**src/rtl/n_bit_serial_subtractor_pkg.sv**
```systemverilog
// Shared definitions for the bit-serial subtractor: FSM encoding and counter sizing.
package n_bit_serial_subtractor_pkg;

  typedef logic [1:0] state_t;

  localparam state_t ST_IDLE = 2'd0;
  localparam state_t ST_RUN  = 2'd1;
  localparam state_t ST_DONE = 2'd2;

  // Bit counter must be able to hold 0..N.
  function automatic int unsigned cnt_width(input int unsigned n);
    return $clog2(n + 1);
  endfunction

endpackage

```
**src/rtl/full_subtractor_cell.sv**
```systemverilog
// Combinational 1-bit full subtractor: d = a - b - bin, bout is the borrow-out.
module full_subtractor_cell (
  input  logic a,
  input  logic b,
  input  logic bin,
  output logic d,
  output logic bout
);

  assign d    = a ^ b ^ bin;
  assign bout = (~a & b) | (~a & bin) | (b & bin);

endmodule

```
**src/rtl/n_bit_serial_subtractor.sv**
```systemverilog
// Bit-serial N-bit subtractor: Out = {borrow, A - B - B_In}, one bit per clock, LSB first,
// with a start/done handshake and back-to-back restart from the DONE cycle.
module n_bit_serial_subtractor
  import n_bit_serial_subtractor_pkg::*;
#(
  parameter int unsigned N = 8
) (
  input  logic         Clk,
  input  logic         Rst_N,
  input  logic         Start,
  input  logic [N-1:0] A,
  input  logic [N-1:0] B,
  input  logic         B_In,
  output logic         Busy,
  output logic         Done,
  output logic [N:0]   Out
);

  localparam int unsigned CW   = cnt_width(N);
  localparam logic [CW-1:0] LAST = CW'(N - 1);

  state_t          state_q, state_n;
  logic [N-1:0]    a_q, a_n;
  logic [N-1:0]    b_q, b_n;
  logic [N-1:0]    res_q, res_n;
  logic            borrow_q, borrow_n;
  logic [CW-1:0]   cnt_q, cnt_n;
  logic [N:0]      out_q, out_n;
  logic            busy_q, busy_n;
  logic            done_q, done_n;

  logic            d_c;
  logic            bout_c;
  logic [N-1:0]    res_shift_c;

  full_subtractor_cell u_cell (
    .a    (a_q[0]),
    .b    (b_q[0]),
    .bin  (borrow_q),
    .d    (d_c),
    .bout (bout_c)
  );

  // New difference bit enters at the MSB so the LSB ends up at bit 0 after N shifts.
  assign res_shift_c = N'({d_c, res_q} >> 1);

  // State and datapath registers.
  always_ff @(posedge Clk or negedge Rst_N) begin
    if (!Rst_N) begin
      state_q  <= ST_IDLE;
      a_q      <= '0;
      b_q      <= '0;
      res_q    <= '0;
      borrow_q <= 1'b0;
      cnt_q    <= '0;
      out_q    <= '0;
      busy_q   <= 1'b0;
      done_q   <= 1'b0;
    end else begin
      state_q  <= state_n;
      a_q      <= a_n;
      b_q      <= b_n;
      res_q    <= res_n;
      borrow_q <= borrow_n;
      cnt_q    <= cnt_n;
      out_q    <= out_n;
      busy_q   <= busy_n;
      done_q   <= done_n;
    end
  end

  // Next-state and next-output logic.
  always_comb begin
    state_n  = state_q;
    a_n      = a_q;
    b_n      = b_q;
    res_n    = res_q;
    borrow_n = borrow_q;
    cnt_n    = cnt_q;
    out_n    = out_q;
    busy_n   = 1'b0;
    done_n   = 1'b0;

    case (state_q)
      ST_IDLE, ST_DONE: begin
        if (Start) begin
          a_n      = A;
          b_n      = B;
          borrow_n = B_In;
          cnt_n    = '0;
          busy_n   = 1'b1;
          state_n  = ST_RUN;
        end else begin
          state_n  = ST_IDLE;
        end
      end

      ST_RUN: begin
        a_n      = a_q >> 1;
        b_n      = b_q >> 1;
        res_n    = res_shift_c;
        borrow_n = bout_c;
        cnt_n    = cnt_q + CW'(1);
        busy_n   = 1'b1;
        if (cnt_q == LAST) begin
          out_n   = {bout_c, res_shift_c};
          done_n  = 1'b1;
          busy_n  = 1'b0;
          state_n = ST_DONE;
        end
      end

      default: begin
        state_n = ST_IDLE;
      end
    endcase
  end

  assign Busy = busy_q;
  assign Done = done_q;
  assign Out  = out_q;

endmodule

```
**config.mk**
```make
export PLATFORM = sky130hd
export DESIGN_NAME = n_bit_serial_subtractor
export DESIGN_NICKNAME = d
export VERILOG_FILES = /design/src/rtl/n_bit_serial_subtractor_pkg.sv /design/src/rtl/full_subtractor_cell.sv /design/src/rtl/n_bit_serial_subtractor.sv
export SDC_FILE = /design/constraint.sdc
export NUM_CORES = 1
export LEC_CHECK = 0
export BUFFER_PORTS_ARGS = -buffer_cell sky130_fd_sc_hd__buf_2
export CORE_MARGIN = 5
export CORE_UTILIZATION = 45
export CTS_CLUSTER_SIZE = 30
export DETAILED_ROUTE_END_ITERATION = 8
export PLACE_DENSITY_LB_ADDON = 0.3
export SLEW_MARGIN = 20
export SYNTH_ARGS = -nofsm -noshare
export SYNTH_HDL_FRONTEND = slang
export SYNTH_SLANG_ARGS = --single-unit
```
**constraint.sdc**
```tcl
create_clock -name Clk -period 1.82 [get_ports Clk]
set_input_delay 0.455 -clock Clk [delete_from_list [all_inputs] [get_ports Clk]]
set_output_delay 0.455 -clock Clk [all_outputs]
set_load 0.01 [all_outputs]
```
==> results of run 1 <==
flip-flops by register name, indices dropped and copies added, names as in the netlist:
signal    flops
cnt_q         4
Done          1
state_q       2
Out           9
res_q         7
b_q           8
borrow_q      1
a_q           8
Busy          1
power by group through the flow:
stage	Combinational (W)	Clock [W]	Sequential (W)
finish	0.00131	0.000559	0.00157
global route	0.00148	0.000614	0.00162
CTS	0.00134	0.000572	0.00157
detailed placement	0.00133	0	0.00158
global placement	0.00128	0	0.00156
floorplan	0.000976	0	0.00158
stage by stage:
step | instances | cell area, um^2 | total power (W) | utilization
6_report | 216 | 1980 | 0.00344 | 0.541
3_3_place_gp | 208 | 1900 | 0.00284 | 0.519
4_1_cts | 216 | 1980 | 0.00348 | 0.541
5_1_grt | 216 | 1980 | 0.00371 | 0.541
2_1_floorplan | 133 | 1700 | 0.00255 | -
3_5_place_dp | 208 | 1900 | 0.00292 | 0.519
routing by layer:
layer,track usage,share of wire
met5,0,0
met4,0.0877,0.027
met3,0.0407,0.075
met2,0.210,0.46
met1,0.153,0.44
final timing paths:
kind	startpoint	endpoint	slack, ns	cells after the start
max in group asynchronous	Rst_N	res_q[5]	1.15	2
max	cnt_q[0]	Out[0]	0.21	4
min reg2reg	res_q[1]	res_q[1]	0.48	2
min	Rst_N	Out[1]	0.12	1
max reg2reg	cnt_q[0]	Out[0]	0.21	4
min in group Clk	B[7]	b_q[7]	0.39	2
logic make-up (layout without fill, tap and decap cells):
family          after synthesis  count (layout)
buf+inv                      10              45
simple gates                 33              33
xor+xnor                      1               1
flops                        41              41
compound gates               35              35
mux                          11              11
fa+ha+maj                     2               2
worst reg2reg max path, stage by stage, from the launching register on:
cell and delay [ns]:
dfrtp_1 0.39, ha_1 0.20, nand2_1 0.12, nor3_4 0.40
mux2_2 0.39
cell type report:
type,count,share of cell area
Tap cell,48,0.0303
Multi-Input combinational cell,82,0.313
Timing Repair Buffer,35,0.0948
Sequential cell,41,0.518
Inverter,2,0.00379
Clock buffer,8,0.0404
layout by cell type, fill, tap and decap left out, drive strengths merged:
| cell type | synthesis | layout |
|---|---|---|
| a21o | 14 | 14 |
| a221o | 1 | 1 |
| a22o | 18 | 18 |
| and2b | 1 | 1 |
| buf | 8 | 35 |
| clkbuf | 0 | 8 |
| dfrtp | 41 | 41 |
| fa | 1 | 1 |
| ha | 1 | 1 |
| inv | 2 | 2 |
| mux2 | 8 | 8 |
| mux2i | 3 | 3 |
| nand2 | 20 | 20 |
| nand2b | 4 | 4 |
| nand4 | 1 | 1 |
| nor2 | 2 | 2 |
| nor2b | 2 | 2 |
| nor3 | 3 | 3 |
| o21ai | 2 | 2 |
| xnor2 | 1 | 1 |
Yosys cell counts, types with 2 or more instances:
master,instances
dfrtp_1,41
nand2_1,20
a22o_1,18
a21o_1,14
mux2_2,8
buf_2,6
mux2i_1,3
nand2b_1,3
buf_4,2
inv_1,2
nor2b_1,2
nor3_1,2
o21ai_0,2
==> summary.md, run 1 <==
| Metric | Value |
|---|---|
| PostCTS Resize Cnt | `0` |
| Share of cells above drive strength 1 | `0.304` |
| Synthesis-stage register bit count | `41` |
| Routed wire per std cell | `between 10 and 15 um` |
| Slowest CP cell | `nor3_4` |
| Critical path required time | `between 1.5 and 2 ns` |
| Cts bufs inserted | `5` |
| Fin nets | `between 150 and 200` |
| Startpoint type of the worst setup path | `flop` |
| Leading area contributor after synthesis | `dfrtp_1` |
| Fraction of the mapped netlist area in adder cells | `0.0192` |
| Worst Path Max Fanout | `10` |
| RePlAce Congestion | `roughly 0.74` |
| Number of antenna-violating nets in the routed design | `0` |
| Switch Pwr | `0.00119 W` |
| Clk sinks | `41` |
| Critical path buffers and inverters | `0` |
| CP peak stage delay | `0.40 ns` |
| DR DRC count | `0` |
| Synth Flop Type | `dfrtp_1` |
| Final Max Slew Viols | `0` |
| Routed vias | `between 1000 and 1500` |
| Crit path cell chain | `ha_1, nand2_1, nor3_4, mux2_2` |
| Hpwl dp | `about 2100 um` |
| Worst min-delay path class | `input port to asynchronous set/reset pin` |
| Xor/xnor cell area share of the yosys netlist | `0.00516` |
| Leakage power | `roughly 1.1 nW` |
| Yosys warns | `0` |
| Die Y | `around 71 um` |
| Area of the multi-input gates | `619 um^2` |
| Pre-CTS setup slack | `around 0.22 ns` |
| Period utilization | `0.885` |
| Via density per instance | `~5.2` |
| Total negative slack | `0 ns` |
| Number of antenna violations at the first check in global routing | `0` |
| Rel. slew slack | `0.669` |
| WHS | `roughly 0.12 ns` |
| Post-synthesis mux area share | `0.0707` |
| Netlist cell types | `23` |
| Setup bufs post-CTS | `0` |
| Ant. Diodes | `0` |
| DRT Wirelength | `approximately 3000 um` |
| Status | `finished clean` |
| Top area cells in the synthesized netlist | `dfrtp_1, a22o_1, a21o_1, mux2_2, nand2_1` |
| CTS tree | `yes` |
| Count of input and output buffers | `30` |
| Clk pwr share | `0.163` |
| Die ar. | `0.00510 mm^2` |
| Post-synthesis compound-gate area fraction | `0.167` |
| Cell Pwr Density | `between 1500 and 2000 mW/mm^2` |
| Ys async rst share | `1.00` |
| Initial DRT Pass Iterations | `4` |
| Combinational share of power | `0.381` |
| Mapped Area | `0.00170 mm^2` |
| Largest net degree at the start of global routing | `25` |
| Post-route minimum period | `approximately 1.6 ns` |
| Worst Setup End Kind | `flop` |
| Final Hold Vio Count | `0` |
| Post-synthesis cell count | `~130` |
| Post-synth top area share | `0.604` |
| Peak VDD IR | `0.989 mV` |
| Drt first-iter violations | `48` |
| Net count after synthesis | `roughly 160` |
| First-pass GRT wire length | `~5300 um` |
| Reg clk slew, reported paths | `0.07 ns` |
| Syn Area/Cell | `between 10 and 15 um^2` |
| Initial Utilization | `0.464` |
| Vias in the first global route | `about 1200` |
| Post-route setup slack | `approximately 0.21 ns` |
| Final setup fails | `0` |
| Register area | `0.00103 mm^2` |
| Unrepaired setup endpoints after global routing | `false` |
| CTS Buffer Depth | `2` |
| Largest family of logic cells by synthesized area | `compound AO/OA/AOI/OAI gates` |
| EDFF count, synth | `0` |
| Cts hold-fix bufs | `0` |
| Cell Rows | `22` |
| H-tree depth | `2` |
| Worst slew pin tran | `about 0.5 ns` |
| Clock Tree Root | `clkbuf_8` |
| Insertion delay to the later sink of the worst-skew pair | `a little under 0.3 ns` |
| Reg power frac | `0.456` |
| Int Pwr | `approximately 0.0022 W` |
| Total core area | `roughly 0.0037 mm^2` |
| Family with the most delay on the worst path | `simple AND/OR/NAND/NOR gates` |
| Switching Share | `0.346` |
| Data arrival time of the critical path | `~1.8 ns` |
| Die W | `between 70 and 80 um` |
| Num ports | `31` |
| Post-Synth Simple-Gate Area | `0.103` |
| Max Clock Freq | `about 620 MHz` |
| GR Overflow Total | `0` |
| Synth-to-Final Area Change | `16.7%` |
| GRT Resource Usage Total | `0.132` |
| Seq/Total Area, Yosys | `0.604` |
| Max-cap viol count | `0` |
| Layout Skew | `slightly above 0.003 ns` |
| Fillers | `between 300 and 400` |
| Worst Path Class, Setup | `flop to flop` |
Note: power is estimated with default switching activity, not from simulation.
==> run 2, diff against run 1 <==
CORE_UTILIZATION = 35   (was 45)
CTS_BUF_LIST = sky130_fd_sc_hd__clkbuf_4 sky130_fd_sc_hd__clkbuf_8   (was unset)
TNS_END_PERCENT = 20   (was unset)
==> summary.md, run 2 (synthesized netlist as in run 1, its figures left out) <==
| Metric | Value |
|---|---|
| Status | `finished clean` |
| Share of cells above drive strength 1 | `0.313 (+0.00968)` |
| DR DRC count | `0 (unchanged)` |
| Number of antenna-violating nets in the routed design | `0 (unchanged)` |
| Post-route minimum period | `1.63 ns (+0.0227 ns)` |
| Worst slew pin tran | `0.500 ns (+0.00278 ns)` |
| Largest net degree at the start of global routing | `25 (unchanged)` |
| Clk sinks | `41 (unchanged)` |
| Drt first-iter violations | `50 (+4.2%)` |
| Cts hold-fix bufs | `0 (unchanged)` |
| Fin nets | `188 (-0.53%)` |
| Final Instance Area | `0.00203 mm^2 (+2.6%)` |
| Area of the multi-input gates | `619 um^2 (unchanged)` |
| Met3 Use GR | `0.0350 (-0.00568)` |
| Cell Rows | `25 (+14%)` |
| Initial Utilization | `0.359 (-0.104)` |
| Die W | `79.7 um (+12%)` |
| Synth-to-Final Area Change | `19.7%` |
| Setup bufs post-CTS | `0 (unchanged)` |
| Max Clock Freq | `612 MHz (-1.4%)` |
| Ant. Diodes | `0 (unchanged)` |
| Cell Pwr Density | `1720 mW/mm^2 (-0.74%)` |
| Worst Path Class, Setup | `flop to flop` |
| Leakage power | `1.08 nW (+1.1%)` |
| Num ports | `31 (unchanged)` |
| DRT Wirelength | `3220 um (+7.4%)` |
| Die ar. | `0.00634 mm^2 (+24%)` |
| Routed wire per std cell | `13.8 um (-0.46%)` |
| Finished Core Util | `0.430 (-0.111)` |
| Fillers | `468 (+42%)` |
| Met2 usage | `0.205 (-0.00570)` |
| H-tree depth | `2 (unchanged)` |
| Total core area | `0.00472 mm^2 (+29%)` |
| Hpwl dp | `2330 um (+8.9%)` |
| Total negative slack | `0 ns (unchanged)` |
| GR Overflow Total | `0 (unchanged)` |
| Reg clk slew, reported paths | `0.07 ns (about the same)` |
| Worst Setup End Kind | `flop` |
| CTS tree | `yes` |
| Post-route setup slack | `0.187 ns (-0.0227 ns)` |
| Vias in the first global route | `1322 (+11%)` |
| Max reg flops | `9 (unchanged)` |
| Pre-CTS setup slack | `0.172 ns (-0.0477 ns)` |
| Final Hold Vio Count | `0 (unchanged)` |
| Startpoint type of the worst setup path | `flop` |
| Final Max Slew Viols | `0 (unchanged)` |
| Register area | `0.00103 mm^2 (unchanged)` |
| PostCTS Resize Cnt | `0 (unchanged)` |
| M1 GR Usage | `0.131 (-0.0224)` |
| CTS Buffer Depth | `2 (unchanged)` |
| Clock Tree Root | `clkbuf_8` |
| Critical path required time | `1.99 ns (about the same)` |
| Commonest non-fill, non-tap cells in the layout | `dfrtp_1, buf_2, nand2_1` |
| RePlAce Congestion | `0.698 (-5.8%)` |
| WHS | `0.121 ns (+0.000748 ns)` |
| Max-cap viol count | `0 (unchanged)` |
| Worst Path Max Fanout | `10 (unchanged)` |
| Die Y | `79.7 um (+12%)` |
| Slowest CP cell | `nor3_4` |
| Via density per instance | `4.92 (-5.8%)` |
| Rel. slew slack | `0.666 (-0.00293)` |
| Worst min-delay path class | `input port to asynchronous set/reset pin` |
| Commonest non-fill, non-tap cell in the layout | `dfrtp_1` |
| Count of input and output buffers | `30 (unchanged)` |
| Placed cell areas | `0.00194 mm^2 (+2.2%)` |
| First-pass GRT wire length | `5720 um (+8.5%)` |
| Cts bufs inserted | `5 (unchanged)` |
| Insertion delay to the later sink of the worst-skew pair | `0.29 ns (about the same)` |
| Crit path cell chain | `ha_1, nand2_1, nor3_4, mux2_2` |
| GRT Resource Usage Total | `0.116 (-0.0166)` |
| Final setup fails | `0 (unchanged)` |
| Initial DRT Pass Iterations | `4 (unchanged)` |
| Peak VDD IR | `0.713 mV (-28%)` |
| Layout Skew | `0.00572 ns (+0.00265 ns)` |
| GRT busiest layer | `met2` |
| Unrepaired setup endpoints after global routing | `false` |
| Routed vias | `1146 (+1.6%)` |
| Number of antenna violations at the first check in global routing | `0 (unchanged)` |
| Period utilization | `0.897 (+0.0125)` |
| CP peak stage delay | `0.42 ns (+0.02 ns)` |
| Data arrival time of the critical path | `1.81 ns (+0.03 ns)` |
==> run 2: cell count changes in the layout (fill, tap and decap cells not counted), sizes merged <==
cell    delta
clkbuf     -1
buf        -1
==> run 2: critical path: cells and delay by family (launching register included) <==
family        cells  cell delay, ns
fa+ha+maj         1            0.20
flops             1            0.39
mux               1            0.40
simple gates      2            0.54
==> run 2: worst paths after layout <==
check | depth (start not counted) | slack, ns | startpoint | to
worst max-delay path | 4 | 0.19 | cnt_q[0] | Out[1]
worst min-delay path | 1 | 0.12 | Rst_N | res_q[1]
worst max register to register | 4 | 0.19 | cnt_q[0] | Out[1]
worst min register to register | 1 | 0.48 | b_q[2] | b_q[2]
max in group asynchronous | 2 | 1.22 | Rst_N | Out[8]
min in group Clk | 2 | 0.40 | B[7] | b_q[7]
==> run 2: metal layers <==
metal	part of all wire	routed length [um]
met1	0.43	1400
met2	0.49	1570
met3	0.066	213
met4	0.0096	31
met5	0	0
==> run 2: through the flow <==
step                power, W  cells
global placement     0.00286    226
floorplan            0.00255    133
global route         0.00380    233
finish               0.00350    233
CTS                  0.00356    233
detailed placement   0.00295    226
==> run 2: power by group <==
group | leakage (nW) | switching, W | internal, W
Clock | 0.0477 | 0.000284 | 0.000316
Sequential | 0.517 | 0.000245 | 0.00132
Combinational | 0.512 | 0.000669 | 0.000667
Total | 1.08 | 0.00120 | 0.00230
==> run 2: final cells by class <==
| class | instances | area share |
|---|---|---|
| Sequential cell | 41 | 0.505 |
| Multi-Input combinational cell | 82 | 0.305 |
| Timing Repair Buffer | 34 | 0.101 |
| Clock buffer | 7 | 0.0443 |
| Tap cell | 67 | 0.0413 |
| Inverter | 2 | 0.00369 |
==> run 3, diff against run 2 <==
==> constraint.sdc (replaced) <==
create_clock -name Clk -period 1.82 [get_ports Clk]
set_input_delay 0.091 -clock Clk [delete_from_list [all_inputs] [get_ports Clk]]
set_output_delay 0.091 -clock Clk [all_outputs]
set_load 0.01 [all_outputs]
==> summary.md, run 3 (synthesized netlist as in run 1, its figures left out) <==
| Metric | Value |
|---|---|
| Count of input and output buffers | `30 (unchanged)` |
| Reg clk slew, reported paths | `0.08 ns (about the same)` |
| Reg power frac | `0.418 (-0.029)` |
| Combinational share of power | `0.354 (-0.028)` |
| Routed vias | `1146 (unchanged)` |
| Cts hold-fix bufs | `1 (+1)` |
| Total core area | `0.00472 mm^2 (unchanged)` |
| DRT Wirelength | `3130 um (-2.6%)` |
| Initial Utilization | `0.359 (unchanged)` |
| Leakage power | `1.09 nW (+1.6%)` |
| Post-route setup slack | `0.207 ns (+0.0201 ns)` |
| Cell Rows | `25 (unchanged)` |
| Data arrival time of the critical path | `1.79 ns (-0.02 ns)` |
| Final setup fails | `0 (unchanged)` |
| Insertion delay to the later sink of the worst-skew pair | `0.29 ns (about the same)` |
| First-pass GRT wire length | `5560 um (-2.8%)` |
| H-tree depth | `2 (unchanged)` |
| CP peak stage delay | `0.41 ns (about the same)` |
| Via density per instance | `4.88 (-0.85%)` |
| Worst Path Class, Setup | `flop to flop` |
| Max-cap viol count | `0 (unchanged)` |
| Fillers | `466 (-0.43%)` |
| Fin nets | `189 (+0.53%)` |
| Status | `finished clean` |
| Switch Pwr | `0.00121 W (+0.88%)` |
| Placed cell areas | `0.00192 mm^2 (-1.3%)` |
| Routed wire per std cell | `13.3 um (-3.5%)` |
| Initial DRT Pass Iterations | `4 (unchanged)` |
| Worst min-delay path class | `input port to flop` |
| Largest net degree at the start of global routing | `42 (+68%)` |
| Vias in the first global route | `1216 (-8.0%)` |
| Startpoint type of the worst setup path | `flop` |
| Ant. Diodes | `0 (unchanged)` |
| PostCTS Resize Cnt | `0 (unchanged)` |
| Cell Pwr Density | `1810 mW/mm^2 (+5.0%)` |
| Die ar. | `0.00634 mm^2 (unchanged)` |
| Critical path required time | `2.00 ns (about the same)` |
| Number of antenna violations at the first check in global routing | `0 (unchanged)` |
| CTS Buffer Depth | `2 (unchanged)` |
| Die W | `79.7 um (unchanged)` |
| Worst Path Max Fanout | `10 (unchanged)` |
| Final Hold Vio Count | `0 (unchanged)` |
| Worst Setup End Kind | `flop` |
| WHS | `0.0237 ns (-0.0974 ns)` |
| Final Max Slew Viols | `0 (unchanged)` |
| Hpwl dp | `2180 um (-6.5%)` |
| Final Non-Filler Cells | `235 (+0.86%)` |
| DR DRC count | `0 (unchanged)` |
| Clk pwr share | `0.228 (+0.056)` |
| Period utilization | `0.886 (-0.0110)` |
| Int Pwr | `0.00252 W (+9.4%)` |
| CTS tree | `yes` |
| Clk sinks | `41 (unchanged)` |
| Placed Cells | `226 (unchanged)` |
| Synth-to-Final Area Change | `21.4%` |
| GR Overflow Total | `0 (unchanged)` |
| Rel. slew slack | `0.570 (-0.0959)` |
| Peak VDD IR | `0.774 mV (+8.6%)` |
| Drt first-iter violations | `61 (+22%)` |
| Commonest non-fill, non-tap cell in the layout | `dfrtp_1` |
| Switching Share | `0.325 (-0.0181)` |
| Max Clock Freq | `620 MHz (+1.2%)` |
| Crit path cell chain | `ha_1, nand2_1, nor3_4, mux2_2` |
| Max reg flops | `9 (unchanged)` |
| Final Instance Area | `0.00206 mm^2 (+1.4%)` |
| Share of cells above drive strength 1 | `0.315 (+0.00222)` |
| RePlAce Congestion | `0.714 (+2.3%)` |
| Unrepaired setup endpoints after global routing | `false` |
| Num ports | `31 (unchanged)` |
| Cts bufs inserted | `5 (unchanged)` |
| Slowest CP cell | `nor3_4` |
| Commonest non-fill, non-tap cells in the layout | `dfrtp_1, buf_2, nand2_1` |
| Pre-CTS setup slack | `0.179 ns (+0.00736 ns)` |
| Post-route minimum period | `1.61 ns (-0.0201 ns)` |
| Setup bufs post-CTS | `0 (unchanged)` |
| Worst slew pin tran | `0.645 ns (+0.145 ns)` |
| Total negative slack | `0 ns (unchanged)` |
| Layout Skew | `0.00292 ns (-0.00279 ns)` |
| Clock Tree Root | `clkbuf_8` |
| Die Y | `79.7 um (unchanged)` |
| GRT Resource Usage Total | `0.113 (-0.00267)` |
| Number of antenna-violating nets in the routed design | `0 (unchanged)` |
run 3: changes by cell type in the layout (fill, tap and decap cells not counted), sizes merged:
cell	previous run	this run
bufinv	0	2
clkbuf	7	5
clkinv	0	1
dlygate4sd3	0	1
run 3: final cells by class:
type / count / area (um^2) / share of cell area
Clock buffer: 5 / 68.8 / 0.0334
Clock inverter: 3 / 65.1 / 0.0316
Inverter: 2 / 7.51 / 0.00364
Multi-Input combinational cell: 82 / 619 / 0.301
Sequential cell: 41 / 1030 / 0.498
Tap cell: 67 / 83.8 / 0.0407
Timing Repair Buffer: 35 / 190 / 0.0923
run 3: per-stage QoR:
| step | total power (W) | utilization |
|---|---|---|
| 2_1_floorplan | 0.00255 | - |
| 3_3_place_gp | 0.00285 | 0.406 |
| 3_5_place_dp | 0.00293 | 0.406 |
| 4_1_cts | 0.00380 | 0.436 |
| 5_1_grt | 0.00403 | 0.436 |
| 6_report | 0.00373 | 0.436 |
run 3: metal layers:
layer  vias to the layer above  track usage  wire length [um]
met5                         -            0                 0
met4                         0       0.0515                50
met3                         6       0.0418               234
met2                        37        0.171              1450
met1                       567        0.143              1400
li1                        536            -                 -
run 3: power by group through the flow:
stage / Clock, W / Sequential, W / Combinational (W)
after detailed placement: 0 / 0.00158 / 0.00135
after global placement: 0 / 0.00156 / 0.00129
after CTS: 0.000880 / 0.00156 / 0.00136
after global routing: 0.000926 / 0.00162 / 0.00149
after floorplan: 0 / 0.00158 / 0.000976
final: 0.000851 / 0.00156 / 0.00132
run 3: worst paths after layout:
path                       startpoint  endpoint  slack, ns  depth (start not counted)
min in group asynchronous       Rst_N  res_q[3]       0.39                          3
min                              A[7]    a_q[7]       0.02                          2
max in group asynchronous       Rst_N  borrow_q       1.08                          3
max                          cnt_q[0]    Out[6]       0.21                          4
min reg2reg                    b_q[2]    b_q[2]       0.48                          1
max reg2reg                  cnt_q[0]    Out[6]       0.21                          4
run 3: critical path: cells and delay by family (launching register included):
family,cells,cell delay (ns)
DFF,1,0.39
muxes,1,0.39
and+or+nand+nor,2,0.53
adders and majority gates,1,0.20
